$ cat config.mk
export PLATFORM = sky130hd
export DESIGN_NAME = cla8_share_ctrl
export DESIGN_NICKNAME = d
export VERILOG_FILES = /design/src/rtl/cla8_share_ctrl.sv
export SDC_FILE = /design/constraint.sdc
export NUM_CORES = 1
export LEC_CHECK = 0
export ABC_AREA = 1
export ABC_CLOCK_PERIOD_IN_PS = 1810
export CORE_UTILIZATION = 31
export DETAILED_ROUTE_END_ITERATION = 10
export GPL_TIMING_DRIVEN = 0
export PLACE_DENSITY = 0.62
export SYNTH_ARGS = -nofsm -noshare
export SYNTH_HDL_FRONTEND = slang
export SYNTH_SLANG_ARGS = --single-unit
$ cat constraint.sdc
create_clock -name clk -period 1.81 [get_ports clk]
set_clock_uncertainty 0.15 [all_clocks]
set_input_delay 0.181 -clock clk [delete_from_list [all_inputs] [get_ports clk]]
set_output_delay 0.181 -clock clk [all_outputs]
set_load 0.1 [all_outputs]
$ cat src/rtl/cla8_share_ctrl.sv
`default_nettype none
// ============================================================================
// Module   : cla8_share_ctrl
// Purpose  : Shares one combinational carry-lookahead adder between two
//            requesters. The winner's operands are registered onto the adder
//            inputs. They are held for SETTLE cycles while the carry chain
//            settles. The sum and carry-out are then captured and a one-cycle
//            done pulse is returned to the winner.
// Ports    : clk, rst_n              clock, async active-low reset
//            req0/req1               request levels
//            a0,b0,cin0 / a1,b1,cin1 operands, sampled at grant
//            cla_a, cla_b, cla_cin   registered operands to the CLA
//            cla_s, cla_cout         CLA result
//            gnt0/gnt1, done0/done1  grant level / completion pulse
//            sum, cout               captured result
//            busy                    high whenever the FSM is not idle
// Revision : 1.0 - initial release
// ============================================================================
module cla8_share_ctrl #(
  parameter int WIDTH  = 8,
  parameter int SETTLE = 3
) (
  input  logic             clk,
  input  logic             rst_n,
  input  logic             req0,
  input  logic             req1,
  input  logic [WIDTH-1:0] a0,
  input  logic [WIDTH-1:0] b0,
  input  logic [WIDTH-1:0] a1,
  input  logic [WIDTH-1:0] b1,
  input  logic             cin0,
  input  logic             cin1,
  output logic [WIDTH-1:0] cla_a,
  output logic [WIDTH-1:0] cla_b,
  output logic             cla_cin,
  input  logic [WIDTH-1:0] cla_s,
  input  logic             cla_cout,
  output logic             gnt0,
  output logic             gnt1,
  output logic             done0,
  output logic             done1,
  output logic [WIDTH-1:0] sum,
  output logic             cout,
  output logic             busy
);

  typedef enum logic [1:0] {
    ST_IDLE   = 2'd0,
    ST_SETTLE = 2'd1,
    ST_DONE   = 2'd2
  } state_t;

  localparam int         CNT_W    = 4;
  localparam logic [3:0] CNT_LOAD = 4'(SETTLE - 1);

  state_t             state_q, state_d;
  logic [CNT_W-1:0]   cnt_q, cnt_d;
  logic               last_q, last_d;   // most recently served requester
  logic               sel_q, sel_d;     // requester owning the current op
  logic [WIDTH-1:0]   cla_a_q, cla_a_d;
  logic [WIDTH-1:0]   cla_b_q, cla_b_d;
  logic               cla_cin_q, cla_cin_d;
  logic [WIDTH-1:0]   sum_q, sum_d;
  logic               cout_q, cout_d;
  logic               gnt0_q, gnt0_d;
  logic               gnt1_q, gnt1_d;
  logic               done0_q, done0_d;
  logic               done1_q, done1_d;
  logic               busy_q, busy_d;
  logic               win;

  always_comb begin
    state_d   = state_q;
    cnt_d     = cnt_q;
    last_d    = last_q;
    sel_d     = sel_q;
    cla_a_d   = cla_a_q;
    cla_b_d   = cla_b_q;
    cla_cin_d = cla_cin_q;
    sum_d     = sum_q;
    cout_d    = cout_q;
    gnt0_d    = gnt0_q;
    gnt1_d    = gnt1_q;
    done0_d   = 1'b0;
    done1_d   = 1'b0;
    busy_d    = busy_q;
    // On a tie the requester not served last wins; a lone request always wins.
    win       = (req0 && req1) ? ~last_q : req1;

    case (state_q)
      ST_IDLE: begin
        if (req0 || req1) begin
          sel_d     = win;
          cla_a_d   = win ? a1   : a0;
          cla_b_d   = win ? b1   : b0;
          cla_cin_d = win ? cin1 : cin0;
          gnt0_d    = ~win;
          gnt1_d    = win;
          cnt_d     = CNT_LOAD;
          busy_d    = 1'b1;
          state_d   = ST_SETTLE;
        end
      end
      ST_SETTLE: begin
        if (cnt_q != '0) begin
          cnt_d = cnt_q - 1'b1;
        end else begin
          // Operands have been stable on the CLA for SETTLE full periods.
          sum_d   = cla_s;
          cout_d  = cla_cout;
          done0_d = ~sel_q;
          done1_d = sel_q;
          state_d = ST_DONE;
        end
      end
      ST_DONE: begin
        last_d  = sel_q;
        gnt0_d  = 1'b0;
        gnt1_d  = 1'b0;
        busy_d  = 1'b0;
        state_d = ST_IDLE;
      end
      default: begin
        gnt0_d  = 1'b0;
        gnt1_d  = 1'b0;
        busy_d  = 1'b0;
        state_d = ST_IDLE;
      end
    endcase
  end

  always_ff @(posedge clk or negedge rst_n) begin
    if (!rst_n) begin
      state_q   <= ST_IDLE;
      cnt_q     <= '0;
      last_q    <= 1'b1;
      sel_q     <= 1'b0;
      cla_a_q   <= '0;
      cla_b_q   <= '0;
      cla_cin_q <= 1'b0;
      sum_q     <= '0;
      cout_q    <= 1'b0;
      gnt0_q    <= 1'b0;
      gnt1_q    <= 1'b0;
      done0_q   <= 1'b0;
      done1_q   <= 1'b0;
      busy_q    <= 1'b0;
    end else begin
      state_q   <= state_d;
      cnt_q     <= cnt_d;
      last_q    <= last_d;
      sel_q     <= sel_d;
      cla_a_q   <= cla_a_d;
      cla_b_q   <= cla_b_d;
      cla_cin_q <= cla_cin_d;
      sum_q     <= sum_d;
      cout_q    <= cout_d;
      gnt0_q    <= gnt0_d;
      gnt1_q    <= gnt1_d;
      done0_q   <= done0_d;
      done1_q   <= done1_d;
      busy_q    <= busy_d;
    end
  end

  assign cla_a   = cla_a_q;
  assign cla_b   = cla_b_q;
  assign cla_cin = cla_cin_q;
  assign sum     = sum_q;
  assign cout    = cout_q;
  assign gnt0    = gnt0_q;
  assign gnt1    = gnt1_q;
  assign done0   = done0_q;
  assign done1   = done1_q;
  assign busy    = busy_q;

endmodule
`default_nettype wire

==> metrics, run 1 <==
Wirelength per Cell=12.7 um; Synth top area share=0.535; number of optimization iterations in the first detailed-route pass=4; overall die width=77.7 um; number of standard cells after synthesis=roughly 200; placed insts=346; number of buffers and inverters on the critical path=1; multi-input combinational cell area=approximately 700 um^2; yosys warns=0; global-route usage over all layers=0.155; Initial Util=0.323; count of port buffers added during placement=slightly below 80; pin count of the biggest net entering global routing=26; via count of the first global-routing pass=around 1.5k; Vias=between 1.5k and 2k; number of failing setup endpoints in the final timing report=0; outcome=finished clean; leading post-synthesis cells by instance count=sky130_fd_sc_hd__nand2_1, sky130_fd_sc_hd__nand3_1, sky130_fd_sc_hd__dfrtp_1, sky130_fd_sc_hd__nand4_1, sky130_fd_sc_hd__inv_1; main area contributors after synthesis=sky130_fd_sc_hd__dfrtp_1, sky130_fd_sc_hd__nand2_1, sky130_fd_sc_hd__nand3_1, sky130_fd_sc_hd__nand4_1, sky130_fd_sc_hd__buf_6; buffer cell driving the clock tree root=sky130_fd_sc_hd__clkbuf_8; largest fanout on the critical path=1; Period minus WS final=1.77 ns; startpoint of the worst register-to-register path=last_q$_DFFE_PN1N_; H-tree lvl count=2; post-CTS setup-driven buffer insertion count=0; post-synth top area cell=sky130_fd_sc_hd__dfrtp_1; top achievable clock speed=565 MHz; Routed Wire Length=4520 um; Tightest Hold Check Type=in -> async; Max-cap violations=0; register area=977 um^2; internal reg-to-reg setup slack=roughly 0.22 ns; Hold Fails Final Rpt=0; setup repair after global routing missed its margin=false; number of nets in the layout=331; critical path arrival=1.44 ns; ratio of final minimum period to clock period=0.978; post-synth net total=245; Diodes inserted=0; detail-routed via count per cell=about 4.6; most frequently used flop master after synthesis=sky130_fd_sc_hd__dfrtp_1; Die Footprint=~6000 um^2; CTS Buf Count=5; number of nets still failing antenna checks after routing=0; most frequently used cell type in the post-synthesis netlist=sky130_fd_sc_hd__nand2_1; Reg clk slew, reported paths=0.08 ns; number of inserted filler cells in the final layout=531; CTS tree=built; cells traversed along the worst timing path=clkdlybuf4s15_1; worst rel slew slack=0.363; critical path class=reg -> out; clock sink total=39; Final Non-Filler Cells=355; total core area=5510 um^2; Crit path largest cell delay=0.82 ns; family of cells with the greatest summed delay on the critical path=buffers and inverters; gr ovfl total=0; clock latency on the worst-skew pair=0.29 ns; maximum clock insertion buffer count=2; growth of design area from synthesis to finish=54.7%; count of standard-cell rows=27; library cells used by synthesis=24; mean post-synth cell area=9.06 um^2; placer congestion estimate=around 0.76; Die Height=77.7 um; transition time at the pin with the least slew margin=about 0.96 ns; number of flops mapped to enable cells by yosys=0; category of the worst setup path capture point=output port; DRC violations left=0; capture point of the worst reg-to-reg path=cla_b[4]$_DFFE_PN0P_; worst reg2reg path depth=5; Max Slew Vio Count=0; critical path data required time=1.48 ns; number of DRC markers in iteration 0=95; Async S/R FF share, synth=1.00; num ports=78; wire length of the first global-routing pass=7330 um; proportion of synthesized chip area in sequential cells=0.550; antenna violations before repair=0; cell type of the slowest stage on the worst timing path=sky130_fd_sc_hd__clkdlybuf4s15_1; layout cell share with drive strength beyond 1=0.212; Post-Route Setup TNS=0 ns; netlist area before placement=1780 um^2; Detailed Place HPWL=3200 um; flip-flop and latch count after synthesis=39; crit start category=flip-flop
[final cells by class]
class | instances | area share
clock inverter | 2 | 0.00592
inverter | 11 | 0.0159
clock buffer | 6 | 0.0300
timing repair buffer | 79 | 0.285
multi-input combinational | 136 | 0.248
sequential | 39 | 0.355
buffer | 10 | 0.0273
tap | 72 | 0.0328
[how the worst max path moves through the flow]
| stage | start | endpoint | slack (ns) | cells after the start |
|---|---|---|---|---|
| floorplan | cnt_q[0]$_DFFE_PN0P_ | cout$_DFFE_PN0P_ | 0.41 | 8 |
| global placement | rst_n | cla_cin$_DFFE_PN0P_ | -0.62 | 1 |
| detailed placement | gnt1$_DFFE_PN0P_ | gnt1 | -0.02 | 1 |
| CTS | sum[4]$_DFFE_PN0P_ | sum[4] | 0.002 | 1 |
| global route | done1$_DFF_PN0_ | done1 | 0.002 | 1 |
| finish | done1$_DFF_PN0_ | done1 | 0.04 | 1 |
[metal layers]
layer,wire (um),global-route usage,part of all wire,vias up
met2,2100,0.241,0.46,57
met1,2090,0.212,0.46,741
met3,278,0.0365,0.062,7
met5,0,0,0,-
li1,-,-,-,833
met4,52,0.0528,0.012,0
[per-stage QoR]
step	worst slack, ns	util	hold slack (ns)	instance area, um^2
final	0.0402	0.499	0.191	2750
after floorplan	0.411	-	-0.265	1780
after global routing	0.00223	0.499	0.210	2750
after CTS	0.00172	0.506	0.194	2790
after global placement	-0.625	0.479	0.288	2640
after detailed placement	-0.0218	0.482	-0.0375	2650
[registers in the layout, indices dropped and copies added, names as in the netlist]
name / cells
cla_a: 8
sum: 8
cout: 1
cla_cin: 1
gnt0: 1
busy: 1
state_q: 2
last_q: 1
cnt_q: 4
sel_q: 1
gnt1: 1
done0: 1
done1: 1
cla_b: 8
[repair_timing]
item	CTS	global route
endpoints found under the hold margin	38	0
endpoints found under the setup margin	31	8
hold buffers	1	0
resized for setup	84	8
[kinds of logic after synthesis]
logic type | Yosys count | share of synthesized area
and+or+nand+nor | 126 | 0.343
adders and majority gates | 2 | 0.0141
buffers and inverters | 21 | 0.0669
DFF | 39 | 0.550
xor gates and xnor gates | 1 | 0.00493
AOI/OAI and AO/OA | 7 | 0.0211
[placed cells by master, fill, tap and decap left out, drive strengths merged]
| cell | n |
|---|---|
| a21oi | 2 |
| a31oi | 1 |
| buf | 10 |
| clkbuf | 16 |
| clkdlybuf4s15 | 23 |
| clkdlybuf4s50 | 45 |
| clkinv | 1 |
| clkinvlp | 1 |
| dfrtp | 38 |
| dfstp | 1 |
| dlygate4sd3 | 1 |
| ha | 2 |
| inv | 11 |
| nand2 | 60 |
| nand3 | 41 |
| nand4 | 17 |
| nor2 | 7 |
| o21ai | 3 |
| o22ai | 1 |
| or2 | 1 |
| xnor2 | 1 |
Power of run 1 is not shown: default switching activity piles up to over one toggle a cycle in this logic, so the estimate is an artifact.
==> run 2: changes to the inputs <==
Settings changed: TNS_END_PERCENT set to 30.
==> run 2 against run 1 <==
  * Cell area is 0.23% lower
  * Non-clock buffer count unchanged
  * Setup slack hardly changed
  * Final cell count unchanged
  * Maximum frequency hardly changed
  * Sequential share of layout area rose by 0.081 points
  * Global-route usage did not move
  * Highest routed layer unchanged
==> metrics, run 2 (synthesis results as in run 1) <==
outcome=finished clean; pin count of the biggest net entering global routing=26; Final Non-Filler Cells=about 360; count of standard-cell rows=27; number of optimization iterations in the first detailed-route pass=4; most frequent cells in the layout=sky130_fd_sc_hd__nand2_1, sky130_fd_sc_hd__clkdlybuf4s50_1, sky130_fd_sc_hd__nand3_1; Detailed Place HPWL=3200 um; num ports=78; startpoint of the worst register-to-register path=last_q$_DFFE_PN1N_; Max Slew Vio Count=0; CTS tree=built; final core occ=0.498; growth of design area from synthesis to finish=54.4%; post-CTS setup-driven buffer insertion count=0; critical path arrival=1.44 ns; number of inserted filler cells in the final layout=531; detail-routed via count per cell=4.64; clock sink total=39; Crit path largest cell delay=slightly above 0.8 ns; number of DRC markers in iteration 0=93; family of cells with the greatest summed delay on the critical path=buffers and inverters; DRC violations left=0; Vias=1647; worst reg2reg path depth=5; antenna violations before repair=0; total core area=5510 um^2; most frequent standard cell in the layout excluding fill and tap cells=sky130_fd_sc_hd__nand2_1; Die Height=77.7 um; ratio of final minimum period to clock period=0.978; H-tree lvl count=2; maximum clock insertion buffer count=2; Hold Fails Final Rpt=0; via count of the first global-routing pass=1545; slack of the critical path=roughly 0.040 ns; Routed Wire Length=4520 um; CTS Buf Count=5; global-route usage over all layers=0.155; cells traversed along the worst timing path=clkdlybuf4s15_1; clock latency on the worst-skew pair=approximately 0.29 ns; Max-cap violations=0; top achievable clock speed=565 MHz; crit start category=flip-flop; critical path class=reg -> out; critical path data required time=1.48 ns; category of the worst setup path capture point=output port; worst-case setup slack after placement=-0.0218 ns; overall die width=77.7 um; placer congestion estimate=0.758; Period minus WS final=between 1.5 and 2 ns; count of port buffers added during placement=77; worst rel slew slack=0.363; layout cell share with drive strength beyond 1=0.212; Diodes inserted=0; cell type of the slowest stage on the worst timing path=sky130_fd_sc_hd__clkdlybuf4s15_1; gr ovfl total=0; internal reg-to-reg setup slack=0.21 ns; Die Footprint=6040 um^2; number of failing setup endpoints in the final timing report=0; Initial Util=0.323; Tightest Hold Check Type=in -> async; capture point of the worst reg-to-reg path=cla_b[4]$_DFFE_PN0P_; placed insts=~350; Reg clk slew, reported paths=around 0.08 ns; transition time at the pin with the least slew margin=0.959 ns; number of nets still failing antenna checks after routing=0; wire length of the first global-routing pass=7330 um; buffer cell driving the clock tree root=sky130_fd_sc_hd__clkbuf_8; setup repair after global routing missed its margin=false; number of nets in the layout=roughly 330; Post-Route Setup TNS=0 ns; number of buffers and inverters on the critical path=1; Wirelength per Cell=12.7 um; largest fanout on the critical path=1
run 2: worst reg2reg max path, delay by kind of cell (launching register included):
| kind | cells | cell delay [ns] |
|---|---|---|
| AND/OR/NAND/NOR | 4 | 0.60 |
| flip-flops | 1 | 0.55 |
| buffers and inverters | 1 | 0.24 |
run 2: worst max-delay path by stage:
stage                               from                  end  slack, ns  cells after the start
finish                   done1$_DFF_PN0_                done1       0.04                      1
global placement                   rst_n  cla_cin$_DFFE_PN0P_      -0.62                      1
detailed placement      gnt1$_DFFE_PN0P_                 gnt1      -0.02                      1
CTS                 cla_b[4]$_DFFE_PN0P_             cla_b[4]      -0.01                      1
global route             done1$_DFF_PN0_                done1      0.002                      1
floorplan           cnt_q[0]$_DFFE_PN0P_     cout$_DFFE_PN0P_       0.41                      8
run 2: repair_timing:
item | in CTS | in global routing
gates resized for setup | 83 | 9
setup endpoints to repair | 31 | 9
hold buffers | 1 | 0
endpoints found under the hold margin | 38 | 0
run 2: area by class of cell:
cell class	instances	area, um^2	area share
timing repair buffer	79	777	0.283
tap	72	90.1	0.0328
inverter	11	43.8	0.0160
clock buffer	6	82.6	0.0301
buffer	10	75.1	0.0274
clock inverter	2	16.3	0.00593
sequential	39	977	0.356
multi-input combinational	136	681	0.248
run 2: per-stage QoR:
step           instance area, um^2  hold slack [ns]
2_1_floorplan                 1780           -0.265
3_3_place_gp                  2640            0.288
3_5_place_dp                  2650          -0.0375
4_1_cts                       2790            0.194
5_1_grt                       2740            0.210
6_report                      2740            0.191
run 2: metal layers:
metal / track usage / vias to the layer above / wire, um
met3: 0.0365 / 7 / 273
met1: 0.212 / 749 / 2100
met5: 0 / - / 0
li1: - / 835 / -
met2: 0.241 / 56 / 2100
met4: 0.0528 / 0 / 52
Power of run 2 is left out for the same reason.
